**config.mk**
```make
export PLATFORM = sky130hd
export DESIGN_NAME = hazard_ctrl_flat
export DESIGN_NICKNAME = d
export VERILOG_FILES = /design/src/rtl/mips_defs.sv /design/src/rtl/hazard_ctrl_if.sv /design/src/rtl/hazard_ctrl_instr_classifier.sv /design/src/rtl/hazard_ctrl.sv /design/src/flat_wrapper.sv
export SDC_FILE = /design/constraint.sdc
export NUM_CORES = 1
export LEC_CHECK = 0
export ABC_AREA = 0
export ABC_CLOCK_PERIOD_IN_PS = 3000
export CAP_MARGIN = 20
export CORE_MARGIN = 5
export CORE_UTILIZATION = 47
export DETAILED_ROUTE_END_ITERATION = 8
export GPL_ROUTABILITY_DRIVEN = 0
export PLACE_DENSITY = 0.87
export SLEW_MARGIN = 0
export SYNTH_ARGS = -nofsm -noshare
export SYNTH_HDL_FRONTEND = slang
export SYNTH_SLANG_ARGS = --single-unit
```
**constraint.sdc**
```tcl
create_clock -name clk -period 3 [get_ports clk]
set_input_delay 0.45 -clock clk [delete_from_list [all_inputs] [get_ports clk]]
set_output_delay 0.45 -clock clk [all_outputs]
set_load 0.05 [all_outputs]
```
**src/rtl/mips_defs.sv**
```systemverilog
// Shared decode constants, forwarding codes and scoreboard types for the
// 5-stage MIPS hazard logic.
package mips_defs;

   localparam logic [5:0] OP_RTYPE = 6'b000000;
   localparam logic [5:0] OP_ORI   = 6'b001101;
   localparam logic [5:0] OP_LUI   = 6'b001111;
   localparam logic [5:0] OP_LW    = 6'b100011;
   localparam logic [5:0] OP_SW    = 6'b101011;
   localparam logic [5:0] OP_BEQ   = 6'b000100;
   localparam logic [5:0] OP_J     = 6'b000010;
   localparam logic [5:0] OP_JAL   = 6'b000011;

   localparam logic [5:0] FN_ADDU  = 6'b100001;
   localparam logic [5:0] FN_SUBU  = 6'b100011;
   localparam logic [5:0] FN_JR    = 6'b001000;
   localparam logic [5:0] FN_MULT  = 6'b011000;
   localparam logic [5:0] FN_MULTU = 6'b011001;
   localparam logic [5:0] FN_DIV   = 6'b011010;
   localparam logic [5:0] FN_DIVU  = 6'b011011;
   localparam logic [5:0] FN_MFHI  = 6'b010000;
   localparam logic [5:0] FN_MTHI  = 6'b010001;
   localparam logic [5:0] FN_MFLO  = 6'b010010;
   localparam logic [5:0] FN_MTLO  = 6'b010011;

   localparam logic [2:0] FWD_D_RD1   = 3'd0;
   localparam logic [2:0] FWD_D_PC8_E = 3'd1;
   localparam logic [2:0] FWD_D_ALU_M = 3'd2;
   localparam logic [2:0] FWD_D_PC8_M = 3'd3;

   localparam logic [2:0] FWD_E_REG   = 3'd0;
   localparam logic [2:0] FWD_E_ALU_M = 3'd1;
   localparam logic [2:0] FWD_E_PC8_M = 3'd2;
   localparam logic [2:0] FWD_E_WD_W  = 3'd3;

   typedef enum logic [1:0] {
      SRC_ALU = 2'd0,
      SRC_MEM = 2'd1,
      SRC_PC8 = 2'd2
   } src_t;

   localparam logic [1:0] TUSE_BR  = 2'd0;
   localparam logic [1:0] TUSE_ALU = 2'd1;
   localparam logic [1:0] TUSE_ST  = 2'd2;

   localparam logic [1:0] TNEW_PC8 = 2'd0;
   localparam logic [1:0] TNEW_ALU = 2'd1;
   localparam logic [1:0] TNEW_MEM = 2'd2;

   localparam logic [4:0] REG_RA = 5'd31;

   typedef struct packed {
      logic [4:0] a3;
      logic [1:0] tnew;
      src_t       src;
      logic [4:0] rs;
      logic [4:0] rt;
      logic       is_md_start;
   } e_stage_t;

   typedef struct packed {
      logic [4:0] a3;
      logic [1:0] tnew;
      src_t       src;
   } m_stage_t;

   function automatic logic [1:0] tnew_dec(input logic [1:0] t);
      return (t == 2'd0) ? 2'd0 : t - 2'd1;
   endfunction

   // $0 is hard-wired, so a zero destination never produces a hazard.
   function automatic logic reg_match(input logic [4:0] a3, input logic [4:0] r);
      return (a3 != 5'd0) && (a3 == r);
   endfunction

endpackage

```
**src/rtl/hazard_ctrl_if.sv**
```systemverilog
// ID-stage instruction in, stall / forward / mult-div controls out.
interface hazard_ctrl_if;
   logic [31:0] Instr_D;
   logic        Stall;
   logic [2:0]  ForwardRSD;
   logic [2:0]  ForwardRTD;
   logic [2:0]  ForwardRSE;
   logic [2:0]  ForwardRTE;
   logic        MD_Start;
   logic        MD_Busy;

   modport master (
      output Instr_D,
      input  Stall, ForwardRSD, ForwardRTD, ForwardRSE, ForwardRTE, MD_Start, MD_Busy
   );

   modport slave (
      input  Instr_D,
      output Stall, ForwardRSD, ForwardRTD, ForwardRSE, ForwardRTE, MD_Start, MD_Busy
   );
endinterface

```
**src/rtl/hazard_ctrl_instr_classifier.sv**
```systemverilog
// Combinational decode of one instruction into its source/destination
// timing (Tuse/Tnew) and mult/div attributes; unsupported encodings act as nop.
module instr_classifier
   import mips_defs::*;
#(
   parameter int unsigned MULT_CYCLES = 5,
   parameter int unsigned DIV_CYCLES  = 10,
   parameter int unsigned CNT_W       = 4
) (
   input  logic [31:0]      Instr,
   output logic [4:0]       rs,
   output logic [4:0]       rt,
   output logic             rs_used,
   output logic             rt_used,
   output logic [1:0]       tuse_rs,
   output logic [1:0]       tuse_rt,
   output logic [4:0]       a3,
   output logic [1:0]       tnew,
   output src_t             src,
   output logic             is_md,
   output logic             is_md_start,
   output logic [CNT_W-1:0] md_cycles
);

   logic [5:0] op;
   logic [5:0] funct;
   logic [4:0] rd;
   logic [4:0] shamt;

   assign op    = Instr[31:26];
   assign rs    = Instr[25:21];
   assign rt    = Instr[20:16];
   assign rd    = Instr[15:11];
   assign shamt = Instr[10:6];
   assign funct = Instr[5:0];

   always_comb begin
      rs_used     = 1'b0;
      rt_used     = 1'b0;
      tuse_rs     = TUSE_BR;
      tuse_rt     = TUSE_BR;
      a3          = 5'd0;
      tnew        = 2'd0;
      src         = SRC_ALU;
      is_md       = 1'b0;
      is_md_start = 1'b0;
      md_cycles   = '0;
      case (op)
         // R-type encodings with a nonzero shift field are not in the
         // supported set, so they fall through as nop.
         OP_RTYPE: if (shamt == 5'd0) begin
            case (funct)
               FN_ADDU, FN_SUBU: begin
                  rs_used = 1'b1;
                  rt_used = 1'b1;
                  tuse_rs = TUSE_ALU;
                  tuse_rt = TUSE_ALU;
                  a3      = rd;
                  tnew    = TNEW_ALU;
               end
               FN_JR: begin
                  rs_used = 1'b1;
                  tuse_rs = TUSE_BR;
               end
               FN_MULT, FN_MULTU: begin
                  rs_used     = 1'b1;
                  rt_used     = 1'b1;
                  tuse_rs     = TUSE_ALU;
                  tuse_rt     = TUSE_ALU;
                  is_md       = 1'b1;
                  is_md_start = 1'b1;
                  md_cycles   = CNT_W'(MULT_CYCLES);
               end
               FN_DIV, FN_DIVU: begin
                  rs_used     = 1'b1;
                  rt_used     = 1'b1;
                  tuse_rs     = TUSE_ALU;
                  tuse_rt     = TUSE_ALU;
                  is_md       = 1'b1;
                  is_md_start = 1'b1;
                  md_cycles   = CNT_W'(DIV_CYCLES);
               end
               FN_MFHI, FN_MFLO: begin
                  a3    = rd;
                  tnew  = TNEW_ALU;
                  is_md = 1'b1;
               end
               FN_MTHI, FN_MTLO: begin
                  rs_used = 1'b1;
                  tuse_rs = TUSE_ALU;
                  is_md   = 1'b1;
               end
               default: ;
            endcase
         end
         OP_ORI, OP_LUI: begin
            rs_used = 1'b1;
            tuse_rs = TUSE_ALU;
            a3      = rt;
            tnew    = TNEW_ALU;
         end
         OP_LW: begin
            rs_used = 1'b1;
            tuse_rs = TUSE_ALU;
            a3      = rt;
            tnew    = TNEW_MEM;
            src     = SRC_MEM;
         end
         OP_SW: begin
            rs_used = 1'b1;
            rt_used = 1'b1;
            tuse_rs = TUSE_ALU;
            tuse_rt = TUSE_ST;
         end
         OP_BEQ: begin
            rs_used = 1'b1;
            rt_used = 1'b1;
            tuse_rs = TUSE_BR;
            tuse_rt = TUSE_BR;
         end
         OP_JAL: begin
            a3   = REG_RA;
            tnew = TNEW_PC8;
            src  = SRC_PC8;
         end
         OP_J: ;
         default: ;
      endcase
   end

endmodule

```
**src/rtl/hazard_ctrl.sv**
```systemverilog
// Hazard controller: registered E/M/W destination scoreboard, stall and
// forward-select generation, and mult/div busy sequencing.
module hazard_ctrl
   import mips_defs::*;
#(
   parameter int unsigned MULT_CYCLES = 5,
   parameter int unsigned DIV_CYCLES  = 10
) (
   input  logic         clk,
   input  logic         reset,
   hazard_ctrl_if.slave hz
);

   localparam int unsigned MD_MAX = (DIV_CYCLES > MULT_CYCLES) ? DIV_CYCLES : MULT_CYCLES;
   localparam int unsigned CNT_W  = $clog2(MD_MAX + 1);

   logic [4:0]       d_rs, d_rt, d_a3;
   logic             d_rs_used, d_rt_used;
   logic [1:0]       d_tuse_rs, d_tuse_rt, d_tnew;
   src_t             d_src;
   logic             d_is_md, d_is_md_start;
   logic [CNT_W-1:0] d_md_cycles;

   e_stage_t         e_q, e_next;
   logic [CNT_W-1:0] e_md_cycles;
   m_stage_t         m_q;
   logic [4:0]       w_a3;
   logic [CNT_W-1:0] md_cnt;

   logic rs_hazard, rt_hazard, md_start, md_busy, stall;

   instr_classifier #(
      .MULT_CYCLES (MULT_CYCLES),
      .DIV_CYCLES  (DIV_CYCLES),
      .CNT_W       (CNT_W)
   ) u_classifier (
      .Instr       (hz.Instr_D),
      .rs          (d_rs),
      .rt          (d_rt),
      .rs_used     (d_rs_used),
      .rt_used     (d_rt_used),
      .tuse_rs     (d_tuse_rs),
      .tuse_rt     (d_tuse_rt),
      .a3          (d_a3),
      .tnew        (d_tnew),
      .src         (d_src),
      .is_md       (d_is_md),
      .is_md_start (d_is_md_start),
      .md_cycles   (d_md_cycles)
   );

   // A newer E match shadows M even when it cannot forward yet.
   function automatic logic [2:0] fwd_d_sel(input e_stage_t e, input m_stage_t m,
                                            input logic [4:0] r);
      if (reg_match(e.a3, r))
         return (e.tnew == 2'd0 && e.src == SRC_PC8) ? FWD_D_PC8_E : FWD_D_RD1;
      if (reg_match(m.a3, r) && m.tnew == 2'd0) begin
         if (m.src == SRC_PC8) return FWD_D_PC8_M;
         if (m.src == SRC_ALU) return FWD_D_ALU_M;
      end
      return FWD_D_RD1;
   endfunction

   function automatic logic [2:0] fwd_e_sel(input m_stage_t m, input logic [4:0] w,
                                            input logic [4:0] r);
      if (reg_match(m.a3, r)) begin
         if (m.tnew == 2'd0 && m.src == SRC_PC8) return FWD_E_PC8_M;
         if (m.tnew == 2'd0 && m.src == SRC_ALU) return FWD_E_ALU_M;
         return FWD_E_REG;
      end
      if (reg_match(w, r)) return FWD_E_WD_W;
      return FWD_E_REG;
   endfunction

   assign e_next = '{a3: d_a3, tnew: d_tnew, src: d_src, rs: d_rs, rt: d_rt,
                     is_md_start: d_is_md_start};

   always_comb begin
      rs_hazard = d_rs_used &&
                  ((reg_match(e_q.a3, d_rs) && (e_q.tnew > d_tuse_rs)) ||
                   (reg_match(m_q.a3, d_rs) && (m_q.tnew > d_tuse_rs)));
      rt_hazard = d_rt_used &&
                  ((reg_match(e_q.a3, d_rt) && (e_q.tnew > d_tuse_rt)) ||
                   (reg_match(m_q.a3, d_rt) && (m_q.tnew > d_tuse_rt)));
   end

   assign md_start = e_q.is_md_start;
   assign md_busy  = (md_cnt != '0);
   assign stall    = rs_hazard || rt_hazard || (d_is_md && (md_start || md_busy));

   assign hz.Stall      = stall;
   assign hz.MD_Start   = md_start;
   assign hz.MD_Busy    = md_busy;
   assign hz.ForwardRSD = fwd_d_sel(e_q, m_q, d_rs);
   assign hz.ForwardRTD = fwd_d_sel(e_q, m_q, d_rt);
   assign hz.ForwardRSE = fwd_e_sel(m_q, w_a3, e_q.rs);
   assign hz.ForwardRTE = fwd_e_sel(m_q, w_a3, e_q.rt);

   // The stall bubble is an all-zero entry, so it can neither be a
   // forwarding source nor read stale rs/rt in EX.
   always_ff @(posedge clk or posedge reset) begin
      if (reset) begin
         e_q         <= '0;
         e_md_cycles <= '0;
         m_q         <= '0;
         w_a3        <= '0;
         md_cnt      <= '0;
      end else begin
         if (stall) begin
            e_q         <= '0;
            e_md_cycles <= '0;
         end else begin
            e_q         <= e_next;
            e_md_cycles <= d_md_cycles;
         end
         m_q  <= '{a3: e_q.a3, tnew: tnew_dec(e_q.tnew), src: e_q.src};
         w_a3 <= m_q.a3;
         if (md_start)
            md_cnt <= e_md_cycles;
         else if (md_busy)
            md_cnt <= md_cnt - CNT_W'(1);
      end
   end

endmodule

```
**src/flat_wrapper.sv**
```systemverilog
// flat-port wrapper written by rule: the top's interface ports become plain ports
module hazard_ctrl_flat import mips_defs::*;
#(
   parameter int unsigned MULT_CYCLES = 5,
   parameter int unsigned DIV_CYCLES  = 10
)
  (clk, reset, hz_Instr_D, hz_Stall, hz_ForwardRSD, hz_ForwardRTD, hz_ForwardRSE, hz_ForwardRTE, hz_MD_Start, hz_MD_Busy);
  hazard_ctrl_if hz_i ();
  input  logic clk;
  input  logic reset;
  input wire logic [$bits(hz_i.Instr_D)-1:0] hz_Instr_D;
  output wire logic [$bits(hz_i.Stall)-1:0] hz_Stall;
  output wire logic [$bits(hz_i.ForwardRSD)-1:0] hz_ForwardRSD;
  output wire logic [$bits(hz_i.ForwardRTD)-1:0] hz_ForwardRTD;
  output wire logic [$bits(hz_i.ForwardRSE)-1:0] hz_ForwardRSE;
  output wire logic [$bits(hz_i.ForwardRTE)-1:0] hz_ForwardRTE;
  output wire logic [$bits(hz_i.MD_Start)-1:0] hz_MD_Start;
  output wire logic [$bits(hz_i.MD_Busy)-1:0] hz_MD_Busy;
  assign hz_i.Instr_D = hz_Instr_D;
  assign hz_Stall = hz_i.Stall;
  assign hz_ForwardRSD = hz_i.ForwardRSD;
  assign hz_ForwardRTD = hz_i.ForwardRTD;
  assign hz_ForwardRSE = hz_i.ForwardRSE;
  assign hz_ForwardRTE = hz_i.ForwardRTE;
  assign hz_MD_Start = hz_i.MD_Start;
  assign hz_MD_Busy = hz_i.MD_Busy;
  hazard_ctrl #(.MULT_CYCLES(MULT_CYCLES), .DIV_CYCLES(DIV_CYCLES)) u_core (.clk(clk), .reset(reset), .hz(hz_i));
endmodule
```
==> impl_metrics.yaml <==
worst_setup_path:
  worstSetupPathType: "input port to output pin"
  crit_required_ps: 2550
  reg2reg_depth: 10
  critPathLaunchType: "input port"
  crit_path_max_fanout: 3
  crit_arrival_ps: 2470
  end_kind: "output pin"
floorplanning:
  core_um2: 5410
  die_x_um: 84.0
  fp-row-count: 27
  die_area_um2: 7050
  io_pins: 49
  initial_utilization_pct: 47.6
  fp.dieH_um: 84.0
timing:
  slew_violations: 0
  setup_slack_ps: 82.6
  setup_viol: 0
  hold_viol: 0
  skew_ps: 3.60
  tns_ps: 0
  fin_crit_sh_pct: 97.2
  slew_headroom_pct: 59.4
  tightestPinTransition_ps: 605
  fmax_mhz: 343
  period_needed_ps: 2920
pwr:
  worst_ir_drop_vdd_v: 0.000225
  p_per_area_nw_per_um2: 362
  p_clk_share_pct: 39.7
  power.switching_uw: 298
  p_seq_share_pct: 44.6
  leakage_uw: 0.00158
  power.internal_uw: 975
  swShare_pct: 23.4
  comb_power_share_pct: 15.7
route:
  drc: 0
  wirelength_mm: 6.54
  ant_nets: 0
  dr.pass1.iters: 4
  drt-initial-drc-count: 111
  routedWlPerCell_um: 16.0
  vias: 2242
  vias_per_cell: 5.50
synth:
  ys_seq_area_share_pct: 38.9
  ys_warn_count: 0
  synthSimpleGateAreaFrac_pct: 27.0
  mappedNetlistArea_um2: 2570
  synth.avg_cell_area_um2: 9.85
  synth_top_family_by_area: "simple AND/OR/NAND/NOR gates"
  yosys.cell_count.top_type: "dfrtp_1"
  synth_top_area_share_pct: 38.9
  yosys_register_bits: 40
  synth_adder_area_share_pct: 2.92
  synth_common_cells: "40 x dfrtp_1, 38 x xnor2_1, 19 x nand3_1, 18 x nor2_1, 12 x nand2_1"
  synth.mux.area_fraction_pct: 1.27
  synth_edf_count: 0
  yosysTopAreaCell: "dfrtp_1"
  async_flop_share_pct: 100
  yosys.cell_types.count: 56
  synth_xor_area_share_pct: 14.3
  syn-instance-count: 261
  synth_compound_area_share_pct: 10.1
  yosys_most_used_dff: "dfrtp_1"
  synthTopCellsByArea: "dfrtp_1 39%, xnor2_1 13%, nor3_2 3.9%"
global_route:
  grt_pass1_wl_mm: 10.5
  grt-ovfl-total: 0
  antenna_found_initial: 0
  grt_max_degree: 41
  grt_util_all_layers_pct: 18.5
  grt_pass1_vias: 2337
cells_and_area:
  finalInstanceArea_um2: 3520
  final_nets: 376
  final_core_util_pct: 65.1
  area_growth_pct: 36.8
  drive_gt1_share_pct: 27.7
  stdcell_count: 408
  n_antenna_cell: 0
cts:
  root_buffer: "clkbuf_8"
  cts_made_buffers: 5
  htree_levels: 2
  holdBufCountCts: 0
  cts_tree: "built"
  cts.clk_slew.worst_paths_ps: 70
  cts.sinks: 40
  cts_buffer_depth: 2
  clk-insertion-delay-late_ps: 290
place:
  place_hpwl_mm: 4.75
  port_buffers: 44
  place_inst: 389
  placed_area_um2: 3240
  pre_cts_ws_ps: -479
min_path:
  hold_path.class: "flip-flop to flip-flop"
  min_path_cells: 0
flow_run:
  max-cap-violations: 0
outcome:
  status: "complete, no violations"
[power groups by stage]
stage	Sequential, uW	Clock, uW	Combinational, uW
2_1_floorplan	571	0	110
3_3_place_gp	576	0	186
3_5_place_dp	578	0	190
4_1_cts	567	516	190
5_1_grt	569	535	218
6_report	567	506	200
[metal layers]
layer / GRT usage [%] / up-vias / wire (um)
met3: 3.75 / 16 / 322
met1: 20.5 / 1075 / 2620
li1: - / 1081 / -
met5: 0 / - / 0
met2: 35.4 / 70 / 3450
met4: 5.26 / 0 / 148
[logic make-up (layout without fill, tap and decap cells)]
family                   after synthesis  count (layout)
AND/OR/NAND/NOR                      112             112
XOR/XNOR                              42              42
flip-flops                            40              40
AO/OA/AOI/OAI                         33              33
buffers and inverters                 24              96
adder cells (fa/ha/maj)                6               6
multiplexers                           3               3
other                                  1               4
[final cells by class]
cell class                 count  area [um2]
timing repair buffer          80         719
multi-input combinational    200        1550
fill                         436        1890
sequential                    40        1000
clock buffer                   5        68.8
inverter                       9        33.8
tap                           72        90.1
clock inverter                 2        60.1
[sequential cells by signal, indices dropped and copies added, names as in the netlist]
signal and cells:
u_core.e_md_cycles 2, u_core.m_q 9, u_core.md_cnt 4, u_core.hz.MD_Start 1, u_core.e_q 19, u_core.w_a3 5
[critical path, cell delays in order]
cell	delay, ps
clkdlybuf4s50_1	580
xnor2_1	150
nand3_1	160
a2111oi_0	540
o221ai_1	230
nand3_2	100
or2_4	130
buf_12	130
[cell usage in the layout, fill, tap and decap left out, types with 5 or more instances in the layout]
master,Yosys,final
a221oi_1,5,5
nand2_1,12,12
buf_12,0,5
nand3_1,19,19
dfrtp_1,40,40
inv_1,9,8
dlygate4sd2_1,0,7
nor3_1,7,7
nor2b_1,6,6
clkdlybuf4s50_1,0,19
buf_4,6,38
clkbuf_8,0,5
nor2_1,18,17
xnor2_1,38,38
nor3_2,10,10
[through the flow]
step / hold WS (ps) / total power, uW
global placement: 350 / 762
finish: 384 / 1270
global route: 389 / 1320
floorplan: 346 / 681
detailed placement: 356 / 768
CTS: 387 / 1270
[path summary, 6_finish.rpt]
| kind | slack (ps) | from | end |
|---|---|---|---|
| max | 80 | hz_Instr_D[22] | hz_Stall |
| max in group asynchronous | 2060 | reset | u_core.e_q[13]$_DFF_PP0_ |
| min | 380 | u_core.e_q[11]$_DFF_PP0_ | u_core.m_q[0]$_DFF_PP0_ |
| min in group asynchronous | 580 | reset | u_core.m_q[8]$_DFF_PP0_ |
| min reg2reg | 380 | u_core.e_q[11]$_DFF_PP0_ | u_core.m_q[0]$_DFF_PP0_ |
| max reg2reg | 660 | u_core.m_q[5]$_DFF_PP0_ | u_core.e_q[2]$_DFF_PP0_ |
[what timing repair did]
action / 4_1_cts / 5_1_grt
pin swaps: 13 / 10
endpoints found under the hold margin: 0 / 0
endpoints found under the setup margin: 1 / 1
buffers inserted: 8 / 4
gates resized for setup: 44 / 10
Note: power is estimated with default switching activity, not from simulation.
==> RTL change 1 (config.mk and constraints unchanged) <==
Reset style: synchronous (`reset`), changed in one clocked block.
--- a/src/rtl/hazard_ctrl.sv
+++ b/src/rtl/hazard_ctrl.sv
@@ -99,5 +99,5 @@
    // The stall bubble is an all-zero entry, so it can neither be a
    // forwarding source nor read stale rs/rt in EX.
-   always_ff @(posedge clk or posedge reset) begin
+   always_ff @(posedge clk) begin
       if (reset) begin
          e_q         <= '0;
Function: differs if reset is asserted again (counterexample within 4 cycles, from zero or initial values and one cycle with reset high); with reset held inactive, the same outputs for 10 cycles.
==> RTL change 1 against the original RTL <==
The flow now finishes with violations (negative setup slack). Critical path depth unchanged. Setup slack worse by 0.11 ns. Synthesized cell count up 5.7%. Routed wire length up 6.3%. Count of clock-buffer cells in the layout up 1. Area after synthesis down 7.0%. Utilization up 2.1 points. Global-route usage up 3.5 points. First-iteration DRC count up 66%. Sequential cell count unchanged. Cell area down 4.3%. Highest routed layer unchanged.
Power is not compared: it rests on default switching activity, and its combinational part moved more than twofold at a synthesized area within 25%.
==> RTL change 1: results <==
set metrics [dict create \
    routed-via-count 2318 \
    grt_pass1_vias 2358 \
    grt_max_degree 22 \
    drtIter0Drc 184 \
    ys.flop_type "dfxtp_1" \
    timing.rr.start "u_core.m_q[8]$_SDFF_PP0_" \
    slowest_delay_ns 0.48 \
    r2r_slack_ns 0.51 \
    synth.area.mux_share_pct 1.36 \
    status "finished with violations" \
    syn_avg_cell_area_um2 8.67 \
    cts_setup_buffers 2 \
    rr_endpoint "u_core.e_q[1]$_SDFF_PP0_" \
    min_to "u_core.m_q[0]$_SDFF_PP0_" \
    wl_per_cell_um 16.7 \
    cts_resized 41 \
    fin_ws_ns -0.0307 \
    reg2reg_depth 8 \
    grt_use_met1_pct 26.4 \
    fin_nets 385 \
    drive_gt1_share_pct 23.8 \
    placed_area_mm2 0.00309 \
    synth_cell_types 52 \
    grt_pass1_wl_um 11300 \
    synth-xor-area-share_pct 14.6 \
    async_flop_share_pct 0 \
    failed_checks "negative setup slack" \
    place_ws_ns -0.411 \
    hpwl_um 4660 \
    setup_viol 1 \
    worst_hold_slack_ns 0.469 \
    totalWireLength_um 6950 \
    cp.arrival_ns 2.58 \
]
==> RTL change 1: cell types whose count changed after synthesis, moves of 8 or more <==
cell     before  now
xnor2_1      38   24
nand3_1      19    5
nor2_1       18   34
nor2b_1       6   15
dfrtp_1      40    0
xor2_1        4   16
dfxtp_1       0   40
nor3_2       10    2
==> RTL change 1: cell type report <==
class / count / area [µm²] / area share [%]
Timing Repair Buffer: 74 / 692 / 20.5
Sequential cell: 40 / 801 / 23.8
Multi-Input combinational cell: 213 / 1640 / 48.8
Clock buffer: 6 / 72.6 / 2.15
Inverter: 10 / 37.5 / 1.11
Tap cell: 70 / 87.6 / 2.60
Clock inverter: 2 / 35.0 / 1.04
==> RTL change 1: power by group <==
part	internal, W	total [W]	switching (W)	leakage, nW
registers	0.000566	0.000597	0.0000312	0.326
clock network	0.000247	0.000432	0.000185	0.0552
logic	0.000192	0.000432	0.000240	0.978
==> RTL change 2 (same settings) <==
Without the edit above. `DIV_CYCLES` is set to 10 in 3 places; all go to 9.
--- a/src/rtl/hazard_ctrl_instr_classifier.sv
+++ b/src/rtl/hazard_ctrl_instr_classifier.sv
@@ -5,5 +5,5 @@
 #(
    parameter int unsigned MULT_CYCLES = 5,
-   parameter int unsigned DIV_CYCLES  = 10,
+   parameter int unsigned DIV_CYCLES  = 9,
    parameter int unsigned CNT_W       = 4
 ) (
--- a/src/rtl/hazard_ctrl.sv
+++ b/src/rtl/hazard_ctrl.sv
@@ -5,5 +5,5 @@
 #(
    parameter int unsigned MULT_CYCLES = 5,
-   parameter int unsigned DIV_CYCLES  = 10
+   parameter int unsigned DIV_CYCLES  = 9
 ) (
    input  logic         clk,
--- a/src/flat_wrapper.sv
+++ b/src/flat_wrapper.sv
@@ -3,5 +3,5 @@
 #(
    parameter int unsigned MULT_CYCLES = 5,
-   parameter int unsigned DIV_CYCLES  = 10
+   parameter int unsigned DIV_CYCLES  = 9
 )
   (clk, reset, hz_Instr_D, hz_Stall, hz_ForwardRSD, hz_ForwardRTD, hz_ForwardRSE, hz_ForwardRTE, hz_MD_Start, hz_MD_Busy);
Check against the original RTL: same outputs for any inputs over 10 cycles, from zero or initial values and one cycle with reset high; that may be too few to reach the edited logic, so the function may still have changed.
==> RTL change 2 against the original RTL <==
The flow now finishes with violations (negative setup slack). Sequential cell count unchanged. Total power grew 6.1%. Routed wire length down 2.5%. Cell area up 0.85%. Area after synthesis shrank 5.7%. Global-route usage rose by 1.2 points. Setup slack lost 0.20 ns. Critical path type unchanged.
==> RTL change 2: results <==
set metrics [dict create \
    cts_setup_buffers 9 \
    p_clk_share_pct 27.7 \
    use_met2_pct 36.9 \
    dr_wl_met2_um 3440 \
    switching_share_pct 30.2 \
    seqPwrFrac_pct 45.8 \
    status "finished with violations" \
    synth_cell_types 52 \
    finalPower_w 0.00135 \
    wl_met1_um 2480 \
    top_layer "met4" \
    met3_length_um 292 \
    grt_use_met1_pct 21.7 \
    placed_area_mm2 0.00322 \
    cp.arrival_ns 2.67 \
    yosys-top-cells-count "dfrtp_1 (40), xnor2_1 (35), nand2_1 (13), nor2_1 (13), nor3_1 (12)" \
    fin_ws_ns -0.117 \
    vias_per_cell 5.40 \
    skew_ns 0.00456 \
    synth.area.mux_share_pct 0.877 \
    totalWireLength_um 6380 \
    tns_ns -0.117 \
    worstHoldPathType "flop to flop" \
    cp_top_family "simple AND/OR/NAND/NOR gates" \
    synth_area_leaders "dfrtp_1 (41%), xnor2_1 (13%), ha_1 (3.1%)" \
    place_inst 387 \
    grt_pass1_vias 2253 \
    cts_resized 32 \
    synth_adder_area_share_pct 3.10 \
    timing.rr.start "u_core.m_q[4]$_DFF_PP0_" \
    grt.total_usage_pct 19.7 \
    slowest_delay_ns 0.40 \
    syn_avg_cell_area_um2 9.90 \
    grt_pass1_wl_um 9990 \
    drive_gt1_share_pct 27.5 \
    failed_checks "negative setup slack" \
    cellLeakagePower_nw 1.51 \
    drtIter0Drc 141 \
    place_ws_ns -0.366 \
    wl_per_cell_um 15.7 \
    irDropWorstVdd_v 0.000256 \
    fin_nets 374 \
    ys_seq_area_share_pct 41.3 \
    cp_slowest_cell "or3_4" \
    grt_max_degree 41 \
    groute.layer.met3.usage_pct 3.18 \
    hpwl_um 4650 \
    startpoint "hz_Instr_D[28]" \
    synth-xor-area-share_pct 15.2 \
    setup_viol 1 \
    tightest_slew_ns 0.599 \
    cts-root-buf "clkbuf_8" \
    ys.flop_type "dfrtp_1" \
    synth_compound_area_share_pct 11.1 \
    cts_buffers 5 \
]
==> RTL change 2: changes by cell type after synthesis, moves of 4 or more <==
cell	change
nand3_1	-10
nor3_2	-10
and2_1	+9
o21ai_0	-4
nor3_1	+5
nor2_1	-5
nor2b_1	+4
==> RTL change 2: area by class of cell <==
cell class / count / area (µm²)
clock buffers: 6 / 82.6
inverters: 9 / 33.8
well taps: 70 / 87.6
clock inverters: 2 / 13.8
flip-flops and latches: 40 / 1000
fillers: 366 / 1530
repair buffers: 89 / 811
multi-input cells: 189 / 1520
==> RTL change 2: path summary, 6_finish.rpt <==
path                                             to  slack (ns)  depth (start not counted)
max                                        hz_Stall       -0.12                         11
min                         u_core.m_q[0]$_DFF_PP0_        0.39                          0
max reg2reg                 u_core.e_q[9]$_DFF_PP0_        0.55                          7
min reg2reg                 u_core.m_q[0]$_DFF_PP0_        0.39                          0
max in group asynchronous  u_core.e_q[13]$_DFF_PP0_        2.09                          3
min in group asynchronous  u_core.e_q[14]$_DFF_PP0_        0.57                          3
